===== src/rtl/pwm_pkg.sv =====
`default_nettype none
// ============================================================================
//  Module      : pwm_pkg
//  Description : Shared FSM state type and parameter defaults for the
//                PWM clock-divider change controller.
//  Revision    : 1.0 - initial release
// ============================================================================
package pwm_pkg;

   // Default number of cycles the divider is held in reset during a change
   localparam int unsigned c_hold_cyc_default = 2;

   // Default number of cycles to wait for a low divided-clock phase
   localparam int unsigned c_timeout_default  = 131072;

   // Controller states
   typedef enum logic [2:0] {
      IDLE     = 3'd0,
      RUN      = 3'd1,
      WAIT_LOW = 3'd2,
      HOLD     = 3'd3,
      RELEASE  = 3'd4
   } pwm_state_e;

endpackage : pwm_pkg
`default_nettype wire


===== src/rtl/pwm_div_ctrl.sv =====
`default_nettype none
// ============================================================================
//  Module      : pwm_div_ctrl
//  Description : Safely changes the divisor of a neighbouring clock divider.
//                While the divider runs, a new divisor is applied only after
//                the divided clock is seen low (or a timeout expires), with
//                the divider held in reset for HOLD_CYC cycles around the
//                update so no runt pulse is produced.
//  Revision    : 1.0 - initial release
// ============================================================================
module pwm_div_ctrl
   import pwm_pkg::*;
#(
   parameter int unsigned HOLD_CYC = c_hold_cyc_default,
   parameter int unsigned TIMEOUT  = c_timeout_default
) (
   input  logic        clk_i,
   input  logic        rst_ni,
   input  logic        en_i,
   input  logic        req_valid_i,
   input  logic [15:0] req_divisor_i,
   output logic        req_ready_o,
   input  logic        div_clk_i,
   output logic        div_rst_no,
   output logic [15:0] divisor_o,
   output logic        busy_o,
   output logic        applied_o,
   output logic        timeout_o
);

   localparam int unsigned c_tcnt_w = (TIMEOUT > 1) ? $clog2(TIMEOUT) : 1;
   localparam logic [c_tcnt_w-1:0] c_tcnt_last = c_tcnt_w'(TIMEOUT - 1);
   localparam logic [c_tcnt_w-1:0] c_tcnt_one  = c_tcnt_w'(1);
   localparam logic [3:0]          c_hcnt_last = 4'(HOLD_CYC - 1);

   pwm_state_e          state_q;
   logic [15:0]         pending_q;
   logic [15:0]         divisor_q;
   logic                div_rst_n_q;
   logic                busy_q;
   logic                applied_q;
   logic                timeout_q;
   logic [c_tcnt_w-1:0] tcnt_q;
   logic [3:0]          hcnt_q;

   logic                w_accept;
   logic                w_safe;

   // Requests are only taken while the divider is idle or steadily running
   assign req_ready_o = (state_q == IDLE) || (state_q == RUN);
   assign w_accept    = req_valid_i && req_ready_o;

   // The divided clock is generated from clk_i by the divider, so it is
   // already synchronous and is sampled directly. A bypass divisor has no
   // low phase to wait for; dropping en_i also abandons the wait.
   assign w_safe = !en_i || !div_clk_i || (divisor_q == 16'd0);

   // Controller FSM with all outputs registered
   always_ff @(posedge clk_i or negedge rst_ni) begin
      if (!rst_ni) begin
         state_q     <= IDLE;
         pending_q   <= 16'd0;
         divisor_q   <= 16'd0;
         div_rst_n_q <= 1'b0;
         busy_q      <= 1'b0;
         applied_q   <= 1'b0;
         timeout_q   <= 1'b0;
         tcnt_q      <= '0;
         hcnt_q      <= 4'd0;
      end else begin
         applied_q <= 1'b0;
         timeout_q <= 1'b0;
         case (state_q)
            IDLE: begin
               // Divider is already in reset: apply immediately
               if (w_accept) begin
                  pending_q <= req_divisor_i;
                  divisor_q <= req_divisor_i;
                  applied_q <= 1'b1;
               end
               if (en_i) begin
                  state_q     <= RUN;
                  div_rst_n_q <= 1'b1;
               end
            end
            RUN: begin
               if (w_accept) begin
                  pending_q <= req_divisor_i;
                  state_q   <= WAIT_LOW;
                  busy_q    <= 1'b1;
                  tcnt_q    <= '0;
               end else if (!en_i) begin
                  state_q     <= IDLE;
                  div_rst_n_q <= 1'b0;
               end
            end
            WAIT_LOW: begin
               if (w_safe || (tcnt_q == c_tcnt_last)) begin
                  state_q     <= HOLD;
                  div_rst_n_q <= 1'b0;
                  divisor_q   <= pending_q;
                  hcnt_q      <= 4'd0;
                  timeout_q   <= !w_safe;
               end else if (tcnt_q != '1) begin
                  tcnt_q <= tcnt_q + c_tcnt_one;
               end
            end
            HOLD: begin
               if (hcnt_q == c_hcnt_last) begin
                  state_q     <= RELEASE;
                  div_rst_n_q <= 1'b1;
                  applied_q   <= 1'b1;
               end else begin
                  hcnt_q <= hcnt_q + 4'd1;
               end
            end
            RELEASE: begin
               busy_q <= 1'b0;
               if (en_i) begin
                  state_q <= RUN;
               end else begin
                  state_q     <= IDLE;
                  div_rst_n_q <= 1'b0;
               end
            end
            default: begin
               state_q     <= IDLE;
               div_rst_n_q <= 1'b0;
               busy_q      <= 1'b0;
            end
         endcase
      end
   end

   assign div_rst_no = div_rst_n_q;
   assign divisor_o  = divisor_q;
   assign busy_o     = busy_q;
   assign applied_o  = applied_q;
   assign timeout_o  = timeout_q;

endmodule : pwm_div_ctrl
`default_nettype wire


===== config.mk =====
export PLATFORM = sky130hd
export DESIGN_NAME = pwm_div_ctrl
export DESIGN_NICKNAME = d
export VERILOG_FILES = /design/src/rtl/pwm_pkg.sv /design/src/rtl/pwm_div_ctrl.sv
export SDC_FILE = /design/constraint.sdc
export NUM_CORES = 1
export LEC_CHECK = 0
export BUFFER_PORTS_ARGS = -buffer_cell sky130_fd_sc_hd__buf_4
export CORE_MARGIN = 5
export CORE_UTILIZATION = 50
export CTS_CLUSTER_SIZE = 8
export DETAILED_ROUTE_END_ITERATION = 12
export PLACE_DENSITY = 0.72
export REMOVE_ABC_BUFFERS = 1
export SLEW_MARGIN = 20
export SYNTH_ARGS = -nofsm -noshare
export SYNTH_HDL_FRONTEND = slang
export SYNTH_SLANG_ARGS = --single-unit
export TNS_END_PERCENT = 30

===== constraint.sdc =====
create_clock -name clk_i -period 2.6 [get_ports clk_i]
set_input_delay 0.52 -clock clk_i [delete_from_list [all_inputs] [get_ports clk_i]]
set_output_delay 0.52 -clock clk_i [all_outputs]
set_load 0.01 [all_outputs]

==> results of run 1 <==
## cells in the mapped netlist (2+ instances only)
library cell  instances  area [µm²]
a21oi_1               3        15.0
a22o_1                3        26.3
a31oi_1              23         144
a41oi_1               3        26.3
buf_2                 3        15.0
clkbuf_1              6        22.5
dfrtp_1              60        1500
ha_1                  4        50.1
inv_1                11        41.3
mux2_2               48         541
mux2i_1               3        30.0
nand2_1              14        52.6
nand2b_1              8        50.1
nand3_1               8        40.0
nand4_1               3        18.8
nor2_1               15        56.3
nor3_1                6        30.0
nor4_1                6        37.5
o21ai_0               9        45.0
o22ai_1               3        18.8
o31ai_1               2        15.0
## worst register-to-register path, cell delays in order, from the launching register on
cell       delay (ns)
dfrtp_1          0.37
ha_2             0.19
nand4_1          0.12
nor4_2           0.28
and3_1           0.22
ha_2             0.21
nor4b_4          0.06
a2111oi_4        0.41
buf_12           0.20
mux2_2           0.35
## per-layer routing
metal	up-vias	GRT usage
met1	1127	0.255
met4	0	0.0669
met5	-	0
met2	80	0.274
met3	9	0.0520
li1	1113	-
## final timing paths
kind / slack (ns) / cells after the start / startpoint / to
min reg2reg: 0.48 / 1 / tcnt_q[7] / tcnt_q[7]
max: 0.08 / 9 / tcnt_q[0] / divisor_o[13]
max reg2reg: 0.08 / 9 / tcnt_q[0] / divisor_o[13]
min: 0.23 / 1 / rst_ni / hcnt_q[0]
min in group clk_i: 0.42 / 2 / req_divisor_i[6] / pending_q[6]
max in group asynchronous: 1.85 / 1 / rst_ni / busy_o
## cell type report
type,instances,share of cell area
clock buffers,10,0.0359
inverters,11,0.0108
flip-flops and latches,60,0.392
repair buffers,61,0.139
multi-input cells,180,0.369
well taps,75,0.0245
clock inverters,6,0.0291
## per-stage QoR
stage | total power (µW) | instance area, µm² | hold slack (ns) | utilization | setup WS [ns]
after global routing | 4780 | 3830 | 0.308 | 0.655 | -0.0304
after global placement | 3330 | 3500 | 0.471 | 0.598 | 0.0445
after CTS | 4450 | 3760 | 0.272 | 0.642 | 0.0440
after detailed placement | 3390 | 3500 | 0.477 | 0.598 | -0.0756
after floorplan | 2640 | 2930 | 0.224 | - | -0.375
final | 4500 | 3830 | 0.232 | 0.655 | 0.0838
## cells by family after synthesis
family                   Yosys count  synth area share
multiplexers                      51             0.191
adder cells (fa/ha/maj)            4            0.0168
AO/OA/AOI/OAI                     54             0.126
AND/OR/NAND/NOR                   71             0.131
flip-flops                        60             0.503
buffers and inverters             22            0.0327
## where the power goes
part	switching, µW	internal, µW
Combinational	824	1060
Sequential	280	1290
Clock	381	662
Total	1490	3010
## repair_timing
| item | in CTS | in global routing |
|---|---|---|
| setup buffers | 0 | 1 |
| setup endpoints to repair | 16 | 21 |
| pin swaps | 1 | 2 |
| gates resized for setup | 1 | 4 |
| gates cloned | 0 | 2 |
## registers in the layout, summed over array words and instances, names as in the netlist
| signal | cells |
|---|---|
| applied_o | 1 |
| busy_o | 1 |
| div_rst_no | 1 |
| divisor_o | 16 |
| hcnt_q | 4 |
| pending_q | 16 |
| state_q | 3 |
| tcnt_q | 17 |
| timeout_o | 1 |
==> flow_summary.json, run 1 <==
{
  "status": "complete, no violations",
  "arrival_ns": 2.74,
  "fin_skew_ns": 0.00645,
  "drive_gt1_frac": 0.412,
  "multi_input_area_mm2": 0.00141,
  "synth_edf_count": 0,
  "max-slew-margin-rel": 0.488,
  "post_drt_wl_per_cell_um": 16.2,
  "io_pins": 42,
  "path_cells": "ha_2 -> nand4_1 -> nor4_2 -> and3_1 -> ha_2 -> nor4b_4 -> a2111oi_4 -> buf_12 -> mux2_2",
  "final_common_cell": "dfrtp_1",
  "finalCritPeriodShare": 0.968,
  "ctsHoldBuffers": 0,
  "min_path_type": "in2async",
  "syn_area_per_cell_um2": 11.4,
  "drc": 0,
  "crit_top_cell": "ha_2",
  "met1_length_um": 3040,
  "drtIter0Drc": 166,
  "fp.coreArea_mm2": 0.00585,
  "synth_cells": 262,
  "crit_buf_inv": 1,
  "area_delta_synth_final_pct": 28.2,
  "tightest_slew_ns": 0.767,
  "ys_seq_elements": 60,
  "crit_family": "simple AND/OR/NAND/NOR gates",
  "powerDensity_mw_per_mm2": 1170,
  "ys_async_sr_fraction": 1.00,
  "path_class": "reg2reg",
  "stdcell_count": 403,
  "setup_viol": 0,
  "gp_congestion": 0.790,
  "max-cap-violations": 0,
  "die_area_mm2": 0.00762,
  "fmax_ghz": 0.397,
  "path_max_fanout": 16,
  "ys_seq_area_frac": 0.503,
  "clkLatencyLatePin_ns": 0.34,
  "critPathSlowestCell": "a2111oi_4",
  "wl_um": 6550,
  "top_layer": "met4",
  "first_global_vias": 2198,
  "port_buffers": 41,
  "finalMaxSlewViolations": 0,
  "peakVddDrop_uv": 722,
  "wl_met2_um": 3040,
  "fp-row-count": 28,
  "drtAntennaViolNets": 0,
  "n_fill_cell": 445,
  "clockBufferDepth": 2,
  "syn-cell-area_mm2": 0.00299,
  "grt_max_degree": 61,
  "post-route-min-period_ns": 2.52,
  "cts_tree": "yes",
  "h-tree-depth": 3,
  "cts_sinks": 60,
  "synth-warning-count": 0,
  "antenna_found_initial": 0,
  "regArea_mm2": 0.00150,
  "start_util": 0.511,
  "dr.pass1.iters": 4,
  "track_usage": 0.184,
  "chipHeight_um": 87.3,
  "grt_pass1_wl_um": 10800,
  "final_cell_mix": "60 x dfrtp_1, 56 x buf_4, 48 x mux2_2",
  "path_clk_slew_ns": 0.07,
  "wl_met3_um": 374,
  "dpl.cell_count": 384,
  "critPathMaxStageDelay_ns": 0.41,
  "die_w_um": 87.3,
  "diodes": 0,
  "hold_viol": 0,
  "endpoint_kind": "flop",
  "dp_hpwl_um": 4240,
  "nNetsFinal": 348,
  "synth_cell_types": 42,
  "gr-total-overflow": 0,
  "cts-buffers-inserted": 9,
  "required_ns": 2.82,
  "p_leak_uw": 0.00165,
  "critPathLaunchType": "flop",
  "cts-root-buf": "clkbuf_8",
  "ys.flop_type": "dfrtp_1",
  "via_per_inst": 5.78,
  "num_vias": 2329,
  "setup_tns_ns": 0
}
No activity file was read; power rests on OpenSTA's default activity.
==> run 2: changes to the inputs <==
- BUFFER_PORTS_ARGS: -buffer_cell sky130_fd_sc_hd__buf_4 -> -buffer_cell sky130_fd_sc_hd__buf_2
- PLACE_DENSITY: 0.72 -> not set
- PLACE_DENSITY_LB_ADDON: not set -> 0.15
- clock period: 2.6 -> 2.15 ns (I/O delays scaled with it)
==> run 2 against run 1 <==
Net effect:
- clock power increased by 11%
- flip-flop and latch count stayed put
- utilization rose by 4.0 points
- maximum frequency up 1.2%
- the flow now finishes with violations (setup timing)
- wire length rose by 8.6%
- die area stayed put
- design area is 6.0% higher
- largest power group unchanged
- global-route usage increased by 1.5 points
- via count is 4.5% higher
==> flow_summary.json, run 2 (synthesis gave the netlist of run 1 again) <==
{
  "final_cell_mix": "60 x dfrtp_1, 41 x buf_2, 34 x mux2_2, 34 x buf_4, 21 x a31oi_1",
  "setup_tns_ns": -9.75,
  "tightest_slew_ns": 0.473,
  "dpl.cell_count": 401,
  "dr.pass1.iters": 6,
  "fmax_ghz": 0.402,
  "hold_viol": 0,
  "powerDensity_mw_per_mm2": 1360,
  "stdcell_count": 429,
  "max-cap-violations": 0,
  "max-slew-margin-rel": 0.684,
  "finalCritPeriodShare": 1.16,
  "num_vias": 2433,
  "post-route-min-period_ns": 2.49,
  "fin_skew_ns": 0.00990,
  "clockBufferDepth": 2,
  "track_usage": 0.199,
  "path_clk_slew_ns": 0.08,
  "gr-total-overflow": 0,
  "critPathSlowestCell": "or4b_4",
  "peakVddDrop_uv": 958,
  "fp-row-count": 28,
  "grt_pass1_wl_um": 11700,
  "required_ns": 2.41,
  "dp_hpwl_um": 4380,
  "drtIter0Drc": 159,
  "grt_max_degree": 61,
  "start_util": 0.511,
  "endpoint_kind": "flop",
  "p_leak_uw": 0.00184,
  "die_w_um": 87.3,
  "fp.coreArea_mm2": 0.00585,
  "cts_sinks": 60,
  "rsz0062_at_grt": "true",
  "drtAntennaViolNets": 0,
  "die_area_mm2": 0.00762,
  "gp_congestion": 0.775,
  "io_pins": 42,
  "arrival_ns": 2.74,
  "final_common_cell": "dfrtp_1",
  "first_global_vias": 2420,
  "path_max_fanout": 5,
  "largest_reg_flops": 17,
  "cts-root-buf": "clkbuf_8",
  "nNetsFinal": 374,
  "clkLatencyLatePin_ns": 0.34,
  "min_path_type": "in2async",
  "worst_hold_slack_ns": 0.0776,
  "violations": "setup timing",
  "layout_setup_ws_ns": -0.335,
  "cts_tree": "yes",
  "area_delta_synth_final_pct": 35.9,
  "diodes": 0,
  "critPathMaxStageDelay_ns": 0.50,
  "port_buffers": 41,
  "status": "finished with violations",
  "dp_slack_ns": -0.527,
  "finalMaxSlewViolations": 0,
  "antenna_found_initial": 0,
  "drive_gt1_frac": 0.475,
  "wl_um": 7110,
  "setup_viol": 38,
  "regMostFlops": "tcnt_q",
  "chipHeight_um": 87.3,
  "path_class": "reg2reg",
  "cts-buffers-inserted": 9,
  "via_per_inst": 5.67,
  "drc": 0,
  "h-tree-depth": 3,
  "critPathLaunchType": "flop",
  "post_drt_wl_per_cell_um": 16.6,
  "path_cells": "ha_2 -> nand4_1 -> nor4_4 -> and3_4 -> ha_4 -> buf_6 -> or4b_4 -> o21ai_4 -> buf_12 -> mux2i_2",
  "ctsHoldBuffers": 0
}
==> run 2: changes by cell type in the layout (fill, tap and decap cells not counted), sizes merged <==
cell      change
buf          +27
clkinv        +2
bufinv        -1
clkbuf        -1
clkinvlp      -1
==> run 2: worst max-delay path, delay by kind of cell (launching register included) <==
family | cells | cell delay, ns
buffers and inverters | 2 | 0.27
AO/OA/AOI/OAI | 1 | 0.26
multiplexers | 1 | 0.20
adder cells (fa/ha/maj) | 2 | 0.37
AND/OR/NAND/NOR | 4 | 0.90
flip-flops | 1 | 0.39
==> run 2: area by class of cell <==
cell class,instances,area [µm²]
clock inverter,6,87.6
clock buffer,10,138
multi-input combinational,180,1530
tap,75,93.8
inverter,11,41.3
timing repair buffer,87,669
fill,432,1790
sequential,60,1500
==> run 2: path summary, 6_finish.rpt <==
| check | start | endpoint | slack (ns) | cells after the start |
|---|---|---|---|---|
| max | tcnt_q[1] | tcnt_q[1] | -0.34 | 10 |
| min | rst_ni | tcnt_q[3] | 0.08 | 2 |
| max reg2reg | tcnt_q[1] | tcnt_q[1] | -0.34 | 10 |
| min reg2reg | busy_o | busy_o | 0.50 | 2 |
| max in group asynchronous | rst_ni | tcnt_q[12] | 1.79 | 2 |
| min in group clk_i | req_divisor_i[8] | pending_q[8] | 0.33 | 2 |
==> run 2: per-layer routing <==
metal,GRT usage,part of all wire,up-vias
li1,-,-,1160
met1,0.269,0.44,1186
met2,0.303,0.49,72
met3,0.0454,0.054,15
met4,0.0893,0.020,0
met5,0,0,-
==> run 2: what timing repair did <==
action	4_1_cts	5_1_grt
buffers inserted	10	1
setup endpoints to repair	39	39
gates resized for setup	9	28
pin swaps	8	6
gates cloned	1	1
hold endpoints to repair	0	0
==> run 2: per-stage QoR <==
| stage | power (µW) | cell area, µm² | util |
|---|---|---|---|
| 2_1_floorplan | 3190 | 2930 | - |
| 3_3_place_gp | 3960 | 3540 | 0.605 |
| 3_5_place_dp | 4020 | 3540 | 0.605 |
| 4_1_cts | 5300 | 3910 | 0.669 |
| 5_1_grt | 5860 | 4060 | 0.694 |
| 6_report | 5510 | 4060 | 0.694 |
==> run 2: where the power goes <==
part           leakage (µW)  internal, µW  switching, µW
registers          0.000748          1560            287
logic              0.000973          1380           1130
clock network      0.000116           684            470
total               0.00184          3630           1880
==> run 3: changes to the inputs <==
- ABC_AREA: not set -> 1
==> run 3 against run 2 <==
Net effect:
- the flow now finishes without violations
- total power decreased by 13%
- sequential power shrank 3%
- global-route usage shrank 1.1 points
- first-iteration DRC count down 49%
- count of clock-buffer cells in the layout increased by 2
- synthesized area up 4.9%
- wire length decreased by 7.6%
==> flow_summary.json, run 3 <==
{
  "place_area_mm2": 0.00341,
  "synthTopCellsByArea": "dfrtp_1 48%, nand2_1 13%, nor2_1 5.6%, mux2_2 4.7%, nand3_1 4.3%",
  "yosys.area_share.adder": 0.0160,
  "clkLatencyLatePin_ns": 0.33,
  "final_core_util": 0.608,
  "powerDensity_mw_per_mm2": 1310,
  "clockBufferDepth": 2,
  "final_cell_mix": "108 x nand2_1, 60 x dfrtp_1, 46 x nor2_1",
  "h-tree-depth": 3,
  "p_int_uw": 2930,
  "tightest_slew_ns": 0.526,
  "hold_viol": 0,
  "swShare": 0.389,
  "setup_tns_ns": 0,
  "wl_met2_um": 3100,
  "cts-root-buf": "clkbuf_8",
  "crit_top_cell": "nand2_1",
  "rsz0062_at_grt": "false",
  "nNetsFinal": 450,
  "regArea_mm2": 0.00150,
  "synth-warning-count": 0,
  "drc": 0,
  "synth_cell_types": 28,
  "die_w_um": 89.2,
  "fin_skew_ns": 0.00682,
  "synth_mux_area_frac": 0.0882,
  "cts-buffers-inserted": 9,
  "cts_tree": "yes",
  "path_max_fanout": 18,
  "chipHeight_um": 89.2,
  "crit_family": "simple AND/OR/NAND/NOR gates",
  "dr.pass1.iters": 4,
  "io_pins": 42,
  "critPathMaxStageDelay_ns": 0.40,
  "dp_hpwl_um": 4590,
  "synth-xor-area-share": 0.00838,
  "syn_area_per_cell_um2": 8.34,
  "required_ns": 2.36,
  "p_leak_uw": 0.00183,
  "wl_um": 6570,
  "netlist_top_cells_count": "108 x nand2_1, 60 x dfrtp_1, 47 x nor2_1",
  "post-route-min-period_ns": 1.93,
  "ys_seq_area_frac": 0.479,
  "path_cells": "ha_1 -> nand2_1 -> nor2_2 -> nand4_1 -> nor2_1 -> ha_2 -> nor2_4 -> nand3_4 -> nand2_8 -> nand2_8 -> nand2_1 -> nand2_1",
  "power_frac_clock": 0.219,
  "port_buffers": 41,
  "setup_viol": 0,
  "diodes": 0,
  "multi_input_area_mm2": 0.00148,
  "max-slew-margin-rel": 0.649,
  "path_class": "reg2reg",
  "grt_pass1_wl_um": 11500,
  "die_area_mm2": 0.00795,
  "wl_met3_um": 262,
  "gr-total-overflow": 0,
  "worst_hold_slack_ns": 0.0680,
  "min_path_type": "in2async",
  "synth_top_family_by_area": "simple AND/OR/NAND/NOR gates",
  "synth_cells": 376,
  "critPathSlowestCell": "dfrtp_1",
  "ys.flop_type": "dfrtp_1",
  "yosysMostFrequentCell": "nand2_1",
  "syn-cell-area_mm2": 0.00314,
  "track_usage": 0.188,
  "largest_reg_flops": 17,
  "fp-row-count": 28,
  "via_per_inst": 5.14,
  "ys_seq_elements": 60,
  "area_delta_synth_final_pct": 16.8,
  "seq_power_share": 0.375,
  "rrSetupSlack_ns": 0.22,
  "max-cap-violations": 0,
  "peakVddDrop_uv": 930,
  "drive_gt1_frac": 0.207,
  "num_vias": 2590,
  "layout_setup_ws_ns": 0.219,
  "ys_async_sr_fraction": 1.00,
  "final_common_cell": "nand2_1",
  "drtIter0Drc": 81,
  "gp_congestion": 0.913,
  "grt_max_degree": 41,
  "comb_power_share": 0.406,
  "regMostFlops": "tcnt_q",
  "power_switching_uw": 1870,
  "start_util": 0.520,
  "synth_top_area_frac": 0.479,
  "first_global_vias": 2554,
  "top_layer": "met4",
  "post_drt_wl_per_cell_um": 13.0,
  "cts_sinks": 60,
  "status": "complete, no violations",
  "fp.coreArea_mm2": 0.00603,
  "synth_edf_count": 0,
  "met1_length_um": 3120,
  "endpoint_kind": "flop",
  "antenna_found_initial": 0,
  "n_fill_cell": 548,
  "critPathLaunchType": "flop",
  "dp_slack_ns": 0.0797,
  "fmax_ghz": 0.518,
  "drtAntennaViolNets": 0,
  "finalMaxSlewViolations": 0,
  "finalCritPeriodShare": 0.898,
  "crit_buf_inv": 0,
  "final_cell_area_mm2": 0.00366,
  "yosysTopAreaCell": "dfrtp_1",
  "synth_compound_area_frac": 0.0810,
  "arrival_ns": 2.14,
  "synthSimpleGateAreaFrac": 0.270,
  "path_clk_slew_ns": 0.07
}
run 3: cell count changes after synthesis, moves of 10 or more:
cell / delta
o21ai_0: +12
mux2i_1: +10
nor2_1: +32
nand3_1: +19
o21ai_1: +16
nand2_1: +94
mux2_2: -35
inv_1: +11
a31oi_1: -22
run 3: logic make-up (layout without fill, tap and decap cells):
kind of cell               Yosys count  after routing
and+or+nand+nor                    199            199
DFF                                 60             60
AOI/OAI and AO/OA                   49             49
buffers and inverters               35             88
muxes                               26             26
adders and majority gates            4              4
xor gates and xnor gates             3              3
run 3: worst register-to-register path, delay by kind of cell, from the launching register on:
family,cells,cell delay (ns)
flip-flops,1,0.40
AND/OR/NAND/NOR,10,1.05
adder cells (fa/ha/maj),2,0.39
run 3: path summary, 6_finish.rpt:
kind	start	to	cells after the start
max	tcnt_q[1]	tcnt_q[13]	12
max reg2reg	tcnt_q[1]	tcnt_q[13]	12
min reg2reg	pending_q[13]	pending_q[13]	2
max in group asynchronous	rst_ni	tcnt_q[6]	2
min in group clk_i	req_divisor_i[4]	pending_q[4]	2
min	rst_ni	hcnt_q[0]	1
run 3: metrics by stage:
step	std cells	power, µW
floorplan	364	3070
global placement	488	3670
detailed placement	488	3730
CTS	503	4800
global route	504	5200
finish	504	4800
run 3: layout make-up:
| class | instances | share of cell area |
|---|---|---|
| sequential | 60 | 0.410 |
| multi-input combinational | 281 | 0.403 |
| timing repair buffer | 50 | 0.0800 |
| clock buffer | 12 | 0.0451 |
| tap | 75 | 0.0256 |
| inverter | 23 | 0.0236 |
| clock inverter | 3 | 0.0123 |
run 3: power groups by stage:
stage | registers [µW] | logic [µW] | clock network (µW)
6_report | 1800 | 1950 | 1050
5_1_grt | 1860 | 2220 | 1130
4_1_cts | 1800 | 1910 | 1080
3_5_place_dp | 1820 | 1910 | 0
3_3_place_gp | 1800 | 1860 | 0
2_1_floorplan | 1850 | 1210 | 0
run 3: layer usage:
metal | vias up | GRT usage
met3 | 8 | 0.0369
met2 | 47 | 0.314
li1 | 1329 | -
met4 | 0 | 0.0798
met1 | 1206 | 0.238
met5 | - | 0
run 3: what timing repair did:
action | in CTS | in global routing
endpoints found under the setup margin | 0 | 35
gates resized for setup | 0 | 6
hold buffers | 0 | 0
buffers inserted | 0 | 1
